[src/rtl/display_pkg.sv]
// Shared definitions for the date display sequencer.
//   - DATE_TABLE : fixed six-digit BCD dates (MMDDYY), hex5 digit in [23:20]
//   - state_t    : sequencer states
//   - DEF_*      : default timing constants for a 50 MHz clk
//   - date_entry : table lookup; entries beyond the table read as all zeros
package display_pkg;

    localparam int DEF_DEBOUNCE_CYCLES = 1_000_000;
    localparam int DEF_DWELL_CYCLES    = 100_000_000;
    localparam int DEF_BLANK_CYCLES    = 12_500_000;

    localparam int TABLE_ENTRIES = 4;

    localparam logic [23:0] DATE_TABLE [TABLE_ENTRIES] = '{
        24'h08_23_01,
        24'h08_24_01,
        24'h01_01_00,
        24'h12_31_99
    };

    typedef enum logic {
        SHOW  = 1'b0,
        BLANK = 1'b1
    } state_t;

    function automatic logic [23:0] date_entry(input logic [3:0] idx);
        logic [23:0] entry;
        entry = '0;
        if (idx < 4'(TABLE_ENTRIES)) begin
            entry = DATE_TABLE[idx[1:0]];
        end
        return entry;
    endfunction

endpackage

[src/rtl/key_conditioner.sv]
// Conditions one raw active-low push-button.
//   clk     in  : system clock
//   reset   in  : synchronous, active-high
//   key_raw in  : asynchronous raw button level (0 = pressed)
//   press   out : registered single-cycle pulse on an accepted press
// Two-flop synchronizer, then a debounce counter that must see the new level
// for DEBOUNCE_CYCLES consecutive cycles before the debounced level follows.
module key_conditioner
    import display_pkg::*;
#(
    parameter int DEBOUNCE_CYCLES = DEF_DEBOUNCE_CYCLES
) (
    input  logic clk,
    input  logic reset,
    input  logic key_raw,
    output logic press
);

    localparam int CNT_W = $clog2(DEBOUNCE_CYCLES + 1);

    logic             sync1_q, sync1_d;
    logic             sync2_q, sync2_d;
    logic [1:0]       valid_q, valid_d;
    logic             armed_q, armed_d;
    logic             deb_q, deb_d;
    logic [CNT_W-1:0] cnt_q, cnt_d;
    logic             press_q, press_d;

    always_comb begin
        sync1_d = key_raw;
        sync2_d = sync1_q;
        valid_d = {valid_q[0], 1'b1};
        // The synchronizer holds a reset value, not a real sample, for two
        // cycles after reset. Arming waits for a genuinely observed release so
        // a button held through reset cannot produce a press.
        armed_d = armed_q | (valid_q[1] & sync2_q);
        deb_d   = deb_q;
        cnt_d   = '0;
        press_d = 1'b0;
        if (sync2_q != deb_q) begin
            if (cnt_q == CNT_W'(DEBOUNCE_CYCLES - 1)) begin
                deb_d   = sync2_q;
                press_d = ~sync2_q & armed_q;
            end else begin
                cnt_d = cnt_q + 1'b1;
            end
        end
    end

    always_ff @(posedge clk) begin
        if (reset) begin
            sync1_q <= 1'b1;
            sync2_q <= 1'b1;
            valid_q <= '0;
            armed_q <= 1'b0;
            deb_q   <= 1'b1;
            cnt_q   <= '0;
            press_q <= 1'b0;
        end else begin
            sync1_q <= sync1_d;
            sync2_q <= sync2_d;
            valid_q <= valid_d;
            armed_q <= armed_d;
            deb_q   <= deb_d;
            cnt_q   <= cnt_d;
            press_q <= press_d;
        end
    end

    assign press = press_q;

endmodule

[src/rtl/date_display_sequencer.sv]
// Steps or auto-scrolls through the date table with a blanking gap between
// entries.
//   clk        in  : system clock
//   reset      in  : synchronous, active-high
//   key[1:0]   in  : raw buttons, active-low; [0] = next, [1] = previous
//   switch     in  : raw slide switches; [0] = auto-scroll enable
//   digits     out : BCD digits, [23:20] -> hex5 ... [3:0] -> hex0
//   blank      out : force all segments off
//   date_index out : current table entry
//   busy       out : high while blanking
// All outputs are registered.
module date_display_sequencer
    import display_pkg::*;
#(
    parameter int NUM_DATES       = 4,
    parameter int DEBOUNCE_CYCLES = DEF_DEBOUNCE_CYCLES,
    parameter int DWELL_CYCLES    = DEF_DWELL_CYCLES,
    parameter int BLANK_CYCLES    = DEF_BLANK_CYCLES,
    localparam int IDX_W          = $clog2(NUM_DATES)
) (
    input  logic             clk,
    input  logic             reset,
    input  logic [1:0]       key,
    input  logic [9:0]       switch,
    output logic [23:0]      digits,
    output logic             blank,
    output logic [IDX_W-1:0] date_index,
    output logic             busy
);

    localparam int DWELL_W = $clog2(DWELL_CYCLES + 1);
    localparam int BLANK_W = $clog2(BLANK_CYCLES + 1);

    logic press_next, press_prev;
    logic unused_switch;

    assign unused_switch = ^switch[9:1];

    key_conditioner #(.DEBOUNCE_CYCLES(DEBOUNCE_CYCLES)) u_key_next (
        .clk     (clk),
        .reset   (reset),
        .key_raw (key[0]),
        .press   (press_next)
    );

    key_conditioner #(.DEBOUNCE_CYCLES(DEBOUNCE_CYCLES)) u_key_prev (
        .clk     (clk),
        .reset   (reset),
        .key_raw (key[1]),
        .press   (press_prev)
    );

    state_t             state_q, state_d;
    logic [IDX_W-1:0]   idx_q, idx_d;
    logic [DWELL_W-1:0] dwell_q, dwell_d;
    logic [BLANK_W-1:0] bcnt_q, bcnt_d;
    logic               auto_s1_q, auto_s1_d;
    logic               auto_s2_q, auto_s2_d;
    logic [23:0]        digits_q, digits_d;
    logic               blank_q, blank_d;
    logic               busy_q, busy_d;
    logic               step_fwd, step_back;

    always_comb begin
        state_d   = state_q;
        idx_d     = idx_q;
        dwell_d   = '0;
        bcnt_d    = '0;
        auto_s1_d = switch[0];
        auto_s2_d = auto_s1_q;
        step_fwd  = 1'b0;
        step_back = 1'b0;

        case (state_q)
            SHOW: begin
                if (auto_s2_q) begin
                    dwell_d = dwell_q + 1'b1;
                end
                // A lone press beats a coincident auto expiry; both keys at
                // once cancel each other.
                if (press_next && !press_prev) begin
                    step_fwd = 1'b1;
                end else if (press_prev && !press_next) begin
                    step_back = 1'b1;
                end else if (auto_s2_q && dwell_q == DWELL_W'(DWELL_CYCLES - 1)) begin
                    step_fwd = 1'b1;
                end
                if (step_fwd || step_back) begin
                    // Index width equals log2(NUM_DATES), so wrap is free.
                    idx_d   = step_fwd ? idx_q + 1'b1 : idx_q - 1'b1;
                    dwell_d = '0;
                    state_d = BLANK;
                end
            end
            BLANK: begin
                if (bcnt_q == BLANK_W'(BLANK_CYCLES - 1)) begin
                    state_d = SHOW;
                end else begin
                    bcnt_d = bcnt_q + 1'b1;
                end
            end
            default: state_d = SHOW;
        endcase

        digits_d = date_entry(4'(idx_d));
        blank_d  = (state_d == BLANK);
        busy_d   = (state_d == BLANK);
    end

    always_ff @(posedge clk) begin
        if (reset) begin
            state_q   <= SHOW;
            idx_q     <= '0;
            dwell_q   <= '0;
            bcnt_q    <= '0;
            auto_s1_q <= 1'b0;
            auto_s2_q <= 1'b0;
            digits_q  <= DATE_TABLE[0];
            blank_q   <= 1'b0;
            busy_q    <= 1'b0;
        end else begin
            state_q   <= state_d;
            idx_q     <= idx_d;
            dwell_q   <= dwell_d;
            bcnt_q    <= bcnt_d;
            auto_s1_q <= auto_s1_d;
            auto_s2_q <= auto_s2_d;
            digits_q  <= digits_d;
            blank_q   <= blank_d;
            busy_q    <= busy_d;
        end
    end

    assign digits     = digits_q;
    assign blank      = blank_q;
    assign busy       = busy_q;
    assign date_index = idx_q;

endmodule
[config.mk]
export PLATFORM = sky130hd
export DESIGN_NAME = date_display_sequencer
export DESIGN_NICKNAME = d
export VERILOG_FILES = /design/src/rtl/display_pkg.sv /design/src/rtl/key_conditioner.sv /design/src/rtl/date_display_sequencer.sv
export SDC_FILE = /design/constraint.sdc
export NUM_CORES = 1
export LEC_CHECK = 0
export CORE_ASPECT_RATIO = 0.9
export CORE_UTILIZATION = 48
export CTS_CLUSTER_SIZE = 12
export DETAILED_ROUTE_END_ITERATION = 10
export PLACE_DENSITY_LB_ADDON = 0.1
export RECOVER_POWER = 100
export SLEW_MARGIN = 20
export SYNTH_ARGS = -nofsm -noshare
export SYNTH_HDL_FRONTEND = slang
export SYNTH_SLANG_ARGS = --single-unit
[constraint.sdc]
create_clock -name clk -period 2.3 [get_ports clk]
set_clock_uncertainty 0.2 [all_clocks]
set_input_delay 0.69 -clock clk [delete_from_list [all_inputs] [get_ports clk]]
set_output_delay 0.69 -clock clk [all_outputs]
set_load 0.01 [all_outputs]
* Word-level counts from Yosys, hierarchy flattened *
Index checks and enable logic that the tools add are counted.

cells by class
  add/subtract/negate cells = 6
  $mul = 0
  div/mod/pow operators = 0
  order comparisons = 1
  equal/unequal tests = 6
  shift operators = 0
  muxes and demuxes = 18
  bitwise gates (word level) = 15
  reductions and logical operators = 14

operators with widths
  cell                   count
  $bmux 24 s2            1
  $mux 24                2
  $add 20x1->20 const B  2
  $eq 20x20->1 const B   2
  $add 27x1->27 const B  1
  $eq 27x27->1 const B   1
  $add 24x1->24 const B  1
  $eq 24x24->1 const B   1
  $reduce_or 3->1        5
  $mux 1                 11
  $not 1->1              8
  $mux 2                 3
  $and 1x1->1            4
  $reduce_and 2->1       2
  $reduce_or 4->1        1
  $ge 3x3->1 const B     1
  $logic_and 1x1->1      3
  $not 2->3              1
  $add 2x1->2 const B    1
  $logic_not 1->1        2
  $ne 1x1->1             2
  $or 1x1->1             2
  $pmux 1 s2             1
  $sub 2x1->2 const B    1
  $logic_or 1x1->1       1

storage, ports and cells
  bits in registers = 134
  latch bits = 0
  RAM bits = 0
  memory bits (read-only) = 0
  input port bits = 14
  output and inout bits = 28
  logic and storage cells = 83
  memories kept = 0

* Depth between registers and ports, before layout *
  word-level depth = 13
  mapped depth = 9
  depth with buffers taken out = 6

* Cells and area by module *
Synthesis repeated with hierarchy kept, for this count alone.

second synthesis, totals
  cell total of the unflattened synthesis = 596
  area total of the unflattened synthesis = 5230.0 um2

modules (own cells, without submodules)
  module                  instances  cells each  area an instance (um2)  sequential area each (um2)
  date_display_sequencer  1          344         3005.4                  1261.2
  key_conditioner         2          126         1112.3                  540.5

* Least setup slack after synthesis *
OpenSTA, ideal clock, no wires.

  path kind = register to register
  from = reg bcnt_q[16]
  to = reg bcnt_q[22]
  setup time = 115 ps
  arrival = 1890 ps
  required time = 1985 ps
  path slack = 96 ps
  stages on the path, launching flop included = 7
  buffers on the path = 1
  period minus slack after synthesis = 2204 ps
  path through = dfxtp_1 or4_1 or4_1 nor4_2 nand3b_4 buf_6 nor2_1

on the way
  cells in the longest elaborated chain, start to end = 2
  elaborated cells between the ends (all ways) = 3
  classes of those cells = add/sub: 1; eq/ne: 1; reduce/logical: 1

RTL lines
  element                                                RTL line                       RTL
  start, declared                                        date_display_sequencer.sv:56   logic [BLANK_W-1:0] bcnt_q, bcnt_d;
  start signal, assigned                                 date_display_sequencer.sv:125  bcnt_q <= bcnt_d;
  branches (longest 2 deep; another with $add 24x1->24)  -

Parallel ways; which one is timed is not known.
A chain may end at the register's enable or synchronous reset.

* Final worst setup path *
  from = reg dwell_q[1]
  to = reg digits_q[8], in the netlist digits[8]

on the way
  cells in the longest elaborated chain, start to end = 13
  elaborated cells between the ends (all ways) = 14
  classes of those cells = eq/ne: 1; mux: 10; bitwise: 1; reduce/logical: 2

RTL lines
  element                                          RTL line                                                    RTL
  start, declared                                  date_display_sequencer.sv:55                                logic [DWELL_W-1:0] dwell_q, dwell_d;
  start signal, assigned                           date_display_sequencer.sv:124                               dwell_q <= dwell_d;
  $eq 27x27->1 (*)                                 date_display_sequencer.sv:85                                end else if (auto_s2_q && dwell_q == DWELL_W'(DWELL_CYCLES - 1)) begin
  $logic_and 1x1->1 (*)                            date_display_sequencer.sv:85
  $mux 1 (*)                                       date_display_sequencer.sv:85
  $mux 1 (*)                                       date_display_sequencer.sv:83                                end else if (press_prev && !press_next) begin
  $mux 1 (*)                                       date_display_sequencer.sv:81                                if (press_next && !press_prev) begin
  $mux 1 (*)                                       date_display_sequencer.sv:74                                case (state_q)
  $mux 2 or $logic_or 1x1->1 (tied branches)       date_display_sequencer.sv:90, date_display_sequencer.sv:88
  $mux 2 (*)                                       date_display_sequencer.sv:88                                if (step_fwd || step_back) begin
  $mux 2 (*)                                       date_display_sequencer.sv:74
  $not 2->3 (not written as such) (*)              display_pkg.sv:30                                           entry = DATE_TABLE[idx[1:0]];
  $bmux 24 s2 (*)                                  display_pkg.sv:30
  $mux 24 (not written as such) (*) (2 in series)  display_pkg.sv:30
  end signal, assigned                             date_display_sequencer.sv:118                               digits_q <= DATE_TABLE[0];
  end signal, assigned                             date_display_sequencer.sv:128                               digits_q <= digits_d;
  end, declared                                    date_display_sequencer.sv:59                                logic [23:0] digits_q, digits_d;

Mark *: on every way between the ends. The rest lies on a longest branch, timed or not. The select of a mux whose other input is x is not followed.

==> flow_metrics.env <==
export IMPL_outcome="finished clean"
export IMPL_final_common_cell="dfxtp_1"
export IMPL_cts_sinks=115
export IMPL_dpl_cell_area_um2=5500
export IMPL_whs_path_depth=1
export IMPL_fin_area_um2=6130
export IMPL_drc=0
export IMPL_yosys_top_cells_area="dfxtp_1, xnor2_1, nor2_1"
export IMPL_place_congestion=0.757
export IMPL_setup_viol=0
export IMPL_leakagePower_uw=0.00214
export IMPL_ys_ff_latch=115
export IMPL_wl_per_cell_um=12.7
export IMPL_cts_path_max_buffers=2
export IMPL_gr_usage_all_layers=0.192
export IMPL_instances_no_fill=766
export IMPL_final_cell_mix="dfxtp_1, nor2_1, xnor2_1"
export IMPL_core_um2=10200
export IMPL_period_share=0.966
export IMPL_ys_warn_count=0
export IMPL_place_inst=732
export IMPL_numPortBuffers=21
export IMPL_grt_max_degree=28
export IMPL_worstHoldStart="u_key_prev.sync1_q$_SDFF_PP1_"
export IMPL_cts_root_buf="clkbuf_16"
export IMPL_max_freq_ghz=0.450
export IMPL_start_kind="flip-flop"
export IMPL_syn_area_um2=5040
export IMPL_area_delta_synth_final_pct=21.7
export IMPL_worstPathArrival_ps=2310
export IMPL_dr_pass1_iters=4
export IMPL_reg2reg_from="dwell_q[1]$_SDFF_PP0_"
export IMPL_min_path_type="flip-flop to flip-flop"
export IMPL_start_util=0.492
export IMPL_min_to="u_key_prev.sync2_q$_SDFF_PP1_"
export IMPL_synth_top_area_share=0.457
export IMPL_fp_dieH_um=99.2
export IMPL_drt_total_wl_um=9710
export IMPL_rows=35
export IMPL_power_density_nw_per_um2=724
export IMPL_clk_latency_ps=400
export IMPL_finalNetCount=644
export IMPL_num_vias=3930
export IMPL_tritoncts="built"
export IMPL_first_global_vias=3712
export IMPL_clk_pin_slew_ps=50
export IMPL_die_width_um=110
export IMPL_r2r_end="digits[8]$_SDFF_PP1_"
export IMPL_peakVddDrop_mv=0.780
export IMPL_grt_pass1_wl_um=16400
export IMPL_vias_per_cell=5.13
export IMPL_drt_iter0_drc=194
export IMPL_ant_nets=0
export IMPL_rrSetupSlack_ps=80
export IMPL_cts_buffers=17
export IMPL_hpwl_um=6310
export IMPL_drive_gt1_frac=0.122
export IMPL_rr_worst_depth=7
export IMPL_slew_viol_final=0
export IMPL_min_period_ps=2220
export IMPL_crit_slowest_cell="dfxtp_1"
export IMPL_endpoint_kind="flip-flop"
export IMPL_hold_viol_final=0
export IMPL_h_tree_depth=4
export IMPL_dieArea_um2=10900
export IMPL_ys_seq_area_frac=0.457
export IMPL_crit_chain="ha_1 -> and4_1 -> nand4_1 -> buf_4 -> nor4b_4 -> o21ai_2 -> a211o_1"
export IMPL_pin_count=42
export IMPL_rsz0062_at_grt="yes"
export IMPL_crit_fanout=7
export IMPL_cp_required_ps=2390
export IMPL_antenna_found_initial=0
export IMPL_syn_instance_count=572
export IMPL_path_class="flip-flop to flip-flop"
export IMPL_drv_cap=0
export IMPL_diodes=0
export IMPL_avgSynthCellArea_um2=8.82
export IMPL_gr_total_overflow=0
export IMPL_yosysUniqueCellTypes=40
export IMPL_hold_ws_ps=209
export IMPL_cpPeakStageDelay_ps=350
export IMPL_yosysTopAreaCell="dfxtp_1"
worst max-delay path by stage:
stage / to / slack [ps] / start / cells after the start
6_report: digits[8]$_SDFF_PP1_ / 80 / dwell_q[1]$_SDFF_PP0_ / 7
5_1_grt: digits[17]$_SDFF_PP0_ / -20 / dwell_q[0]$_SDFF_PP0_ / 7
2_1_floorplan: bcnt_q[22]$_SDFF_PP0_ / 100 / bcnt_q[16]$_SDFF_PP0_ / 6
3_5_place_dp: u_key_next.cnt_q[2]$_SDFF_PP0_ / -80 / reset / 5
3_3_place_gp: bcnt_q[3]$_SDFF_PP0_ / -50 / bcnt_q[16]$_SDFF_PP0_ / 5
4_1_cts: digits[10]$_SDFF_PP0_ / -10 / dwell_q[1]$_SDFF_PP0_ / 6
metrics by stage:
step / util / setup WS [ps] / power, uW / TNS (ps)
floorplan: - / 95.7 / 2100 / 0
global placement: 0.537 / -47.2 / 2110 / -2550
detailed placement: 0.537 / -76.2 / 2110 / -3740
CTS: 0.592 / -14.2 / 4500 / -14.2
global route: 0.599 / -15.9 / 4590 / -37.5
finish: 0.599 / 79.0 / 4440 / 0
synthesized netlist by cell type (all sizes together):
library cell    n
nor2b           7
nor2          108
nor3           20
a21oi           5
o21ai           3
and2            1
mux2i           3
or3             7
a211o           1
nand2          35
nand3b          3
clkinv          1
a211oi          2
nor4bb          4
xnor2          49
nand3          38
nor4           16
or4b            1
nand2b          1
and3           12
inv            14
nor4b          10
a221oi          1
xor2           36
clkbuf          7
and3b           1
and4            9
dfxtp         115
buf            28
ha              4
or2             4
conb            1
or4             2
nand4          23
sequential cells by signal (all words and copies together) (netlist names), 2 cells and up:
name / cells
u_key_prev.cnt_q: 20
digits: 7
date_index: 2
bcnt_q: 24
u_key_next.cnt_q: 20
u_key_prev.valid_q: 2
dwell_q: 27
cell type report:
type                       count  area, um2
clock buffer                  24        482
clock inverter                 6       55.1
fill                         907       4110
inverter                      15       56.3
multi-input combinational    420       2600
sequential                   115       2310
tap                          129        161
timing repair buffer          57        473
what timing repair did:
item	in CTS	in global routing
hold buffers	0	0
pin swaps	1	1
buffers inserted	0	1
gates resized for setup	8	11
gates cloned	1	2
endpoints found under the setup margin	32	60
critical path: cells and delay by family (launching register included):
family	cells	cell delay, ps
compound gates	2	430
fa+ha+maj	1	180
buf+inv	1	200
flops	1	350
simple gates	3	760
metal layers:
| layer | wire length, um | track usage | vias to the layer above |
|---|---|---|---|
| li1 | - | - | 2035 |
| met1 | 4770 | 0.240 | 1832 |
| met2 | 4530 | 0.307 | 53 |
| met3 | 302 | 0.0596 | 10 |
| met4 | 112 | 0.0790 | 0 |
| met5 | 0 | 0 | - |
cells by family (layout without fill, tap and decap cells):
logic type | Yosys count | count (layout) | share of synthesized area
and+or+nand+nor | 302 | 305 | 0.309
AOI/OAI and AO/OA | 12 | 12 | 0.0144
adders and majority gates | 4 | 4 | 0.00993
DFF | 115 | 115 | 0.457
buffers and inverters | 50 | 102 | 0.0556
xor gates and xnor gates | 85 | 85 | 0.148
muxes | 3 | 3 | 0.00596
other | 1 | 11 | 0.000744
power breakdown:
part / internal [uW] / switching [uW] / total (uW)
Sequential: 2010 / 5.88 / 2010
Clock: 1540 / 830 / 2380
Combinational: 20.7 / 35.3 / 56.0
Power figures use the tool's default switching activity.
